### src/rtl/psram_qspi_ctrl.sv
// Quad-SPI PSRAM master: single-beat bus requests to 0xEB/0x38 transactions.
// Optional PSRAM_ALIGN_CHECK_EN rejects misaligned requests with resp_err.
module psram_qspi_ctrl #(
    parameter int DUMMY_CYCLES = 0,
    parameter int CE_GAP       = 2
) (
    input  logic        clock,
    input  logic        rst_n,
    input  logic        req_valid,
    output logic        req_ready,
    input  logic        req_we,
    input  logic [23:0] req_addr,
    input  logic [1:0]  req_size,
    input  logic [31:0] req_wdata,
    output logic        resp_valid,
    input  logic        resp_ready,
    output logic [31:0] resp_rdata,
    output logic        resp_err,
    output logic        sck,
    output logic        ce_n,
    output logic [3:0]  dio_out,
    output logic [3:0]  dio_oe,
    input  logic [3:0]  dio_in
);

    localparam int CW = (DUMMY_CYCLES > 8) ? $clog2(DUMMY_CYCLES) : 3;
    localparam int GW = (CE_GAP > 1) ? $clog2(CE_GAP + 1) : 1;
    localparam logic [7:0] CMD_RD = 8'hEB;
    localparam logic [7:0] CMD_WR = 8'h38;
    localparam logic [CW-1:0] DUMMY_LAST =
        CW'((DUMMY_CYCLES > 0) ? DUMMY_CYCLES - 1 : 0);
    localparam logic [GW-1:0] GAP_LAST = GW'(CE_GAP);

    typedef enum logic [2:0] {
        S_IDLE, S_CMD, S_ADDR, S_DUMMY,
        S_WDATA, S_RDATA, S_GAP, S_RESP
    } state_t;

    state_t        state;
    logic [CW-1:0] cnt;
    logic [GW-1:0] gcnt;
    logic          we;
    logic [23:0]   addr;
    logic [2:0]    last;
    logic [31:0]   wdata;
    logic [31:0]   rbuf;

    state_t        nx_state;
    logic [CW-1:0] nx_cnt;
    logic [3:0]    nx_out;
    logic [3:0]    nx_oe;
    logic          cnt_last;
    logic [7:0]    cmd;
    logic [4:0]    wr_off;
    logic [4:0]    rd_off;
    logic [23:0]   al_addr;
    logic          misalign;
    logic          first_bit;

    assign al_addr = {req_addr[23:2],
                      req_addr[1] & ~req_size[1],
                      req_addr[0] & (req_size == 2'd0)};

`ifdef PSRAM_ALIGN_CHECK_EN
    assign misalign = ((req_size == 2'd1) & req_addr[0])
                    | (req_size[1] & (|req_addr[1:0]));
`else
    assign misalign = 1'b0;
`endif

    assign first_bit = req_we ? CMD_WR[7] : CMD_RD[7];
    assign cmd       = we ? CMD_WR : CMD_RD;
    assign rd_off    = {cnt[2:1], ~cnt[0], 2'b00};

    // Next-period decode, used at the edge that ends a high phase
    always_comb begin
        case (state)
            S_CMD:   cnt_last = (cnt == CW'(7));
            S_ADDR:  cnt_last = (cnt == CW'(5));
            S_DUMMY: cnt_last = (cnt == DUMMY_LAST);
            default: cnt_last = (cnt == CW'(last));
        endcase
        nx_state = state;
        nx_cnt   = cnt + CW'(1);
        if (cnt_last) begin
            nx_cnt = '0;
            case (state)
                S_CMD:   nx_state = S_ADDR;
                S_ADDR:  nx_state = we ? S_WDATA :
                             ((DUMMY_CYCLES > 0) ? S_DUMMY : S_RDATA);
                S_DUMMY: nx_state = S_RDATA;
                default: nx_state = S_GAP;
            endcase
        end
        wr_off = {nx_cnt[2:1], ~nx_cnt[0], 2'b00};
        nx_out = 4'h0;
        nx_oe  = 4'h0;
        case (nx_state)
            S_CMD: begin
                nx_out = {3'b000, cmd[3'd7 - nx_cnt[2:0]]};
                nx_oe  = 4'b0001;
            end
            S_ADDR: begin
                nx_out = 4'(addr >> (5'd20 - {nx_cnt[2:0], 2'b00}));
                nx_oe  = 4'b1111;
            end
            S_WDATA: begin
                nx_out = 4'(wdata >> wr_off);
                nx_oe  = 4'b1111;
            end
            default: ;
        endcase
    end

    always_ff @(posedge clock or negedge rst_n) begin
        if (!rst_n) begin
            state      <= S_IDLE;
            cnt        <= '0;
            gcnt       <= '0;
            we         <= 1'b0;
            addr       <= '0;
            last       <= '0;
            wdata      <= '0;
            rbuf       <= '0;
            req_ready  <= 1'b0;
            resp_valid <= 1'b0;
            resp_rdata <= '0;
            resp_err   <= 1'b0;
            sck        <= 1'b0;
            ce_n       <= 1'b1;
            dio_out    <= 4'h0;
            dio_oe     <= 4'h0;
        end else begin
            case (state)
                S_IDLE: begin
                    req_ready <= 1'b1;
                    if (req_valid && req_ready) begin
                        req_ready <= 1'b0;
                        we        <= req_we;
                        wdata     <= req_wdata;
                        rbuf      <= '0;
                        case (req_size)
                            2'd0:    last <= 3'd1;
                            2'd1:    last <= 3'd3;
                            default: last <= 3'd7;
                        endcase
                        if (misalign) begin
                            state      <= S_RESP;
                            resp_valid <= 1'b1;
                            resp_err   <= 1'b1;
                            resp_rdata <= '0;
                        end else begin
                            addr    <= al_addr;
                            state   <= S_CMD;
                            cnt     <= '0;
                            ce_n    <= 1'b0;
                            sck     <= 1'b0;
                            dio_out <= {3'b000, first_bit};
                            dio_oe  <= 4'b0001;
                        end
                    end
                end
                S_CMD, S_ADDR, S_DUMMY, S_WDATA, S_RDATA: begin
                    if (!sck) begin
                        sck <= 1'b1;
                        if (state == S_RDATA)
                            rbuf[rd_off +: 4] <= dio_in;
                    end else begin
                        sck     <= 1'b0;
                        state   <= nx_state;
                        cnt     <= nx_cnt;
                        dio_out <= nx_out;
                        dio_oe  <= nx_oe;
                        if (nx_state == S_GAP) begin
                            ce_n <= 1'b1;
                            gcnt <= '0;
                        end
                    end
                end
                S_GAP: begin
                    if (gcnt == GAP_LAST) begin
                        state      <= S_RESP;
                        resp_valid <= 1'b1;
                        resp_rdata <= rbuf;
                        resp_err   <= 1'b0;
                    end else begin
                        gcnt <= gcnt + GW'(1);
                    end
                end
                S_RESP: begin
                    if (resp_ready) begin
                        resp_valid <= 1'b0;
                        resp_rdata <= '0;
                        resp_err   <= 1'b0;
                        req_ready  <= 1'b1;
                        state      <= S_IDLE;
                    end
                end
                default: state <= S_IDLE;
            endcase
        end
    end

endmodule

### config.mk
export PLATFORM = sky130hd
export DESIGN_NAME = psram_qspi_ctrl
export DESIGN_NICKNAME = d
export VERILOG_FILES = /design/src/rtl/psram_qspi_ctrl.sv
export SDC_FILE = /design/constraint.sdc
export NUM_CORES = 1
export LEC_CHECK = 0
export CORE_AREA = 4 4 112 114
export CTS_BUF_LIST = sky130_fd_sc_hd__clkbuf_2
export DETAILED_ROUTE_END_ITERATION = 16
export DIE_AREA = 0 0 116 118
export GPL_TIMING_DRIVEN = 1
export PLACE_DENSITY = 0.86
export SLEW_MARGIN = 40
export SYNTH_ARGS = -nofsm -noshare
export SYNTH_HDL_FRONTEND = slang
export SYNTH_SLANG_ARGS = --single-unit
### constraint.sdc
create_clock -name clock -period 5.4 [get_ports clock]
set_input_delay 1.08 -clock clock [delete_from_list [all_inputs] [get_ports clock]]
set_output_delay 1.08 -clock clock [all_outputs]
set_load 0.05 [all_outputs]
======== After elaboration in Yosys (flattened, before gate mapping) ========
Cells that the tools add are included.
W data, S select, Z words.
word-level totals
  output and inout port bits .............. 45
  bits in registers ....................... 145
operators by class
  add/sub/neg operators ................... 5
  reduce and logical (&&, ||, !) cells .... 19
  $lt $le $gt $ge ......................... 1
  shifts and indexed selects .............. 4
  bitwise operators ....................... 5
  mux-type cells .......................... 52
  equal/unequal tests ..................... 24
operator list
  cell                      number
  $mux W32                  5
  $pmux W32 S2              2
  $bwmux W32                1
  $shift A4 B7 Y32 const A  1
  $shiftx A4 B7 Y32         1
  $shr A32 B5 Y4            1
  $eq A3 B3 Y1 const B      8
  $mux W3                   8
  $pmux W4 S2               3
  $shr A24 B5 Y4            1
  $mux W4                   4
  $ne A2 B2 Y1 const B      8
  $reduce_and A4 Y1         4
  $mux W1                   12
  $pmux W3 S2               2
  $pmux W3 S4               1
  $pmux W4 S3               1
  $pmux W1 S2               5
  $eq A3 B2 Y1 const B      3
  $pmux W3 S3               1
  $mux W8                   1
  $reduce_bool A2 Y1        4
  $neg A5 Y7                1
  $eq A3 B1 Y1 const B      2
  21 further kinds          30

======== Depth between registers and ports, before layout ========
  depth in word-level cells ............... 9
  depth in mapped cells ................... 13
  gate-level depth less buffers ........... 9

======== Worst setup path after synthesis ========
OpenSTA, ideal clock, no wires.
  kind .................................... register to register
  start point ............................. reg cnt[0]
  end point ............................... reg dio_out[0]
  cell stages (with the launch flop) ...... 14
  path slack .............................. 2816 ps
  arrival time ............................ 2507 ps
  setup time .............................. 77 ps
  clock period less this slack ............ 2584 ps
  required time ........................... 5323 ps
  cells stage by stage .................... dfrtp_1 buf_4 inv_2 buf_2 ha_1 clkbuf_1 inv_1 clkbuf_1 nor2_1 o31ai_1 o211ai_1 o211ai_1 a311oi_1 a21oi_1
between the ends
  longest elaborated chain between the ends .. 9
  elaborated cells on any way between the ends .. 21
RTL lines
  what                                                   RTL line  source
  start, declared                                        40        logic [CW-1:0] cnt;
  start signal, assigned                                 171       cnt <= nx_cnt;
  branches (longest 6 deep; another with $sub A5 B5 Y5)  --
  $pmux W4 S3 (*)                                        98        case (nx_state)
  $mux W4 (*)                                            164       if (!sck) begin
  $pmux W4 S2 (*)                                        134       case (state)
  end signal, assigned                                   158       dio_out <= {3'b000, first_bit};
  end signal, assigned                                   172       dio_out <= nx_out;
  end, declared                                          21        output logic [3:0] dio_out,
Mark *: on every way between the ends. The select of a mux whose other input is x is not followed.
A chain may end at the register's enable or synchronous reset.

======== Worst setup path after layout ========
  start point ............................. reg sck
  end point ............................... out sck
RTL lines
  what                    RTL line  source
  start, declared         19        output logic sck,
  start signal, assigned  129       sck <= 1'b0;
  start signal, assigned  157       sck <= 1'b0;
  start signal, assigned  165       sck <= 1'b1;
No word-level cell between the ends.

==> results.py <==
metrics = {
    "worst_setup_path": {
        "slowest_delay_ps": 890,
        "startpoint_type": "register",
        "worstPathArrival_ps": 2270,
        "regToRegSetupSlack_ps": 2260,
        "cp-startpoint": "sck",
        "crit_chain": "clkdlybuf4s50_1",
        "regToRegStartpoint": "cnt[0]",
        "worstPathRequired_ps": 4320,
        "crit_buf_inv": 1,
        "crit_end": "sck",
        "rr_endpoint": "dio_out[0]",
        "crit_cells": 1,
        "slowest_stage": "clkdlybuf4s50_1",
        "reg2regPathDepth": 10,
        "path_max_fanout": 12,
        "path_class": "register to output port",
        "critPathTopFamily": "buffers and inverters",
        "worstSetupEndpointType": "output port",
    },
    "drt": {
        "drcViolationCount": 0,
        "met2_length_um": 8290,
        "route.layer.met1.wl_um": 7050,
        "via_count": 5668,
        "ant_nets": 0,
        "top_layer": "met4",
        "drt_first_pass_iters": 6,
        "drt-initial-drc-count": 652,
        "wl_met3_um": 1250,
        "routed_wl_um": 16900,
        "avgRoutedWirePerCell_um": 17.9,
        "viasPerCell": 5.99,
    },
    "layout": {
        "final_cell_mix": "nand2_1 (222), dfrtp_1 (139), clkdlybuf4s50_1 (109)",
        "final_common_cell": "nand2_1",
        "layout.cells.non_filler": 946,
        "nets": 863,
        "areaGrowthSynthToFinish_pct": 21.6,
        "final.fill_count": 846,
        "insertedDiodeCount": 0,
        "drive_gt1_share_pct": 8.47,
    },
    "synth": {
        "ys.flop_type": "dfrtp_1",
        "synthMuxAreaShare_pct": 3.37,
        "synth_nets": 773,
        "synth_area_um2": 6690,
        "yosysTopAreaCell": "dfrtp_1",
        "ys_ff_latch": 142,
        "synth-adder-area-share_pct": 1.12,
        "synth_top_area_share_pct": 52.7,
        "avgSynthCellArea_um2": 9.56,
        "ys_types": 75,
        "synth_area_leaders": "dfrtp_1 (53%), nand2_1 (13%), a22o_1 (5.5%)",
        "synth-xor-area-share_pct": 0.879,
        "synth_simple_gate_area_share_pct": 19.0,
        "synth_cells": 700,
        "synthArstFlopShare_pct": 100,
        "synth_top_family_by_area": "simple AND/OR/NAND/NOR gates",
        "synth_compound_area_share_pct": 18.6,
        "yosysSeqAreaShare_pct": 53.1,
        "yosysWarnings": 0,
        "synth-edff-count": 0,
    },
    "timing": {
        "tightest_slew_ps": 741,
        "drv_slew": 0,
        "fin_crit_ps": 3350,
        "max_freq_ghz": 0.299,
        "whs_ps": 118,
        "min_period_over_period_pct": 62.0,
        "rsz0062_at_grt": "no",
        "final_hold_viol_count": 0,
        "finalClockSkew_ps": 30.7,
        "setup_viol": 0,
        "relSlewSlack_pct": 50.2,
        "finalSetupTns_ps": 0,
    },
    "place": {
        "place_inst": 913,
        "place.detailed.hpwl_um": 11800,
        "port_buffers": 110,
        "finalWeightedCongestion": 0.922,
    },
    "status": {
        "status": "finished, final reports clean",
    },
    "clocking": {
        "cts_buffers": 17,
        "cts_hold_buf": 0,
        "cts.sinks": 142,
        "clk_latency_ps": 740,
        "clk_path_buf_depth": 2,
        "htree_levels": 4,
        "cts_setup_buffers": 0,
        "cts-root-buf": "clkbuf_2",
        "cts_tree": "built",
        "cts_resized": 0,
        "path_clk_slew_ps": 230,
    },
    "floorplan": {
        "die_x_um": 116,
        "dieArea_um2": 13700,
        "rows": 39,
        "num_io_pins": 112,
        "coreArea_um2": 11400,
        "die_h_um": 118,
        "start_util_pct": 58.6,
    },
    "grt": {
        "grt_first_pass_wirelength_um": 27800,
        "antenna_found_initial": 0,
        "grt.total_usage_pct": 25.5,
        "grt_start_max_net_pins": 99,
        "grt-ovfl-total": 0,
        "grt_pass1_vias": 5577,
    },
    "power_and_ir_drop": {
        "vdd_drop_max_uv": 343,
        "power.density_nw_per_um2": 549,
        "power_mw": 4.47,
        "leakage_nw": 3.76,
    },
    "run": {
        "maxCapViolCount": 0,
    },
    "hold_path": {
        "min_path_type": "input pin to asynchronous set/reset pin",
    },
}
-- metrics by stage --
step	util [%]	instance area [um2]	setup slack, ps
global placement	68.4	7810	1990
detailed placement	68.5	7820	1880
finish	71.2	8130	2050
CTS	70.8	8080	2030
global route	71.2	8130	1960
floorplan	-	6690	2820
-- synth_stat cells, types with 4 or more instances --
master and n:
a31oi_1 8, dfrtp_1 141, o2bb2ai_1 6, inv_1 9, nor2b_1 7, o22ai_1 4, ha_1 6, nand4_1 4
a22o_1 42, nor2_1 22, clkbuf_1 32, mux2i_1 9, nand2_1 223, mux4_2 4, o211ai_1 7, a21oi_1 16
o21ai_0 45, and2_1 4, nor3_1 5, nand3_1 17, buf_2 4, nand2b_1 4, buf_4 6
-- cell families after synthesis --
logic type	after synthesis
XOR/XNOR	5
buffers and inverters	57
multiplexers	17
other	1
flip-flops	142
AND/OR/NAND/NOR	302
AO/OA/AOI/OAI	170
adder cells (fa/ha/maj)	6
-- report_power, final --
| part | total (mW) | switching [mW] | internal, mW |
|---|---|---|---|
| sequential | 1.71 | 0.309 | 1.40 |
| clock | 0.671 | 0.441 | 0.230 |
| combinational | 2.09 | 1.30 | 0.790 |
| total | 4.47 | 2.05 | 2.42 |
-- worst min-delay path by stage --
stage                     startpoint         to  slack, ps  cells after the start
final                          rst_n  req_ready        120                      1
after global routing           rst_n  req_ready         80                      1
after CTS                      rst_n  req_ready        340                      1
after detailed placement     addr[5]    addr[5]        460                      2
after global placement     wdata[10]  wdata[10]        450                      2
after floorplan             addr[10]   addr[10]        440                      2
-- registers in the layout, summed over array words and instances, names as in the netlist, 3 cells and up --
| register | count |
|---|---|
| dio_out | 4 |
| state | 3 |
| cnt | 3 |
| wdata | 32 |
| last | 3 |
| addr | 24 |
| resp_rdata | 32 |
| rbuf | 32 |
-- layout make-up --
| type | instances | area (um2) | share of cell area, % |
|---|---|---|---|
| repair buffers | 117 | 1180 | 14.5 |
| inverters | 11 | 41.3 | 0.508 |
| clock buffers | 17 | 85.1 | 1.05 |
| multi-input cells | 501 | 2910 | 35.8 |
| clock inverters | 15 | 180 | 2.22 |
| flip-flops and latches | 142 | 3560 | 43.7 |
| well taps | 143 | 179 | 2.20 |
-- layer usage --
metal	up-vias	GRT usage [%]
li1	2639	-
met1	2733	35.1
met2	261	40.8
met3	35	5.24
met4	0	7.83
met5	-	0
Power figures use the tool's default switching activity.
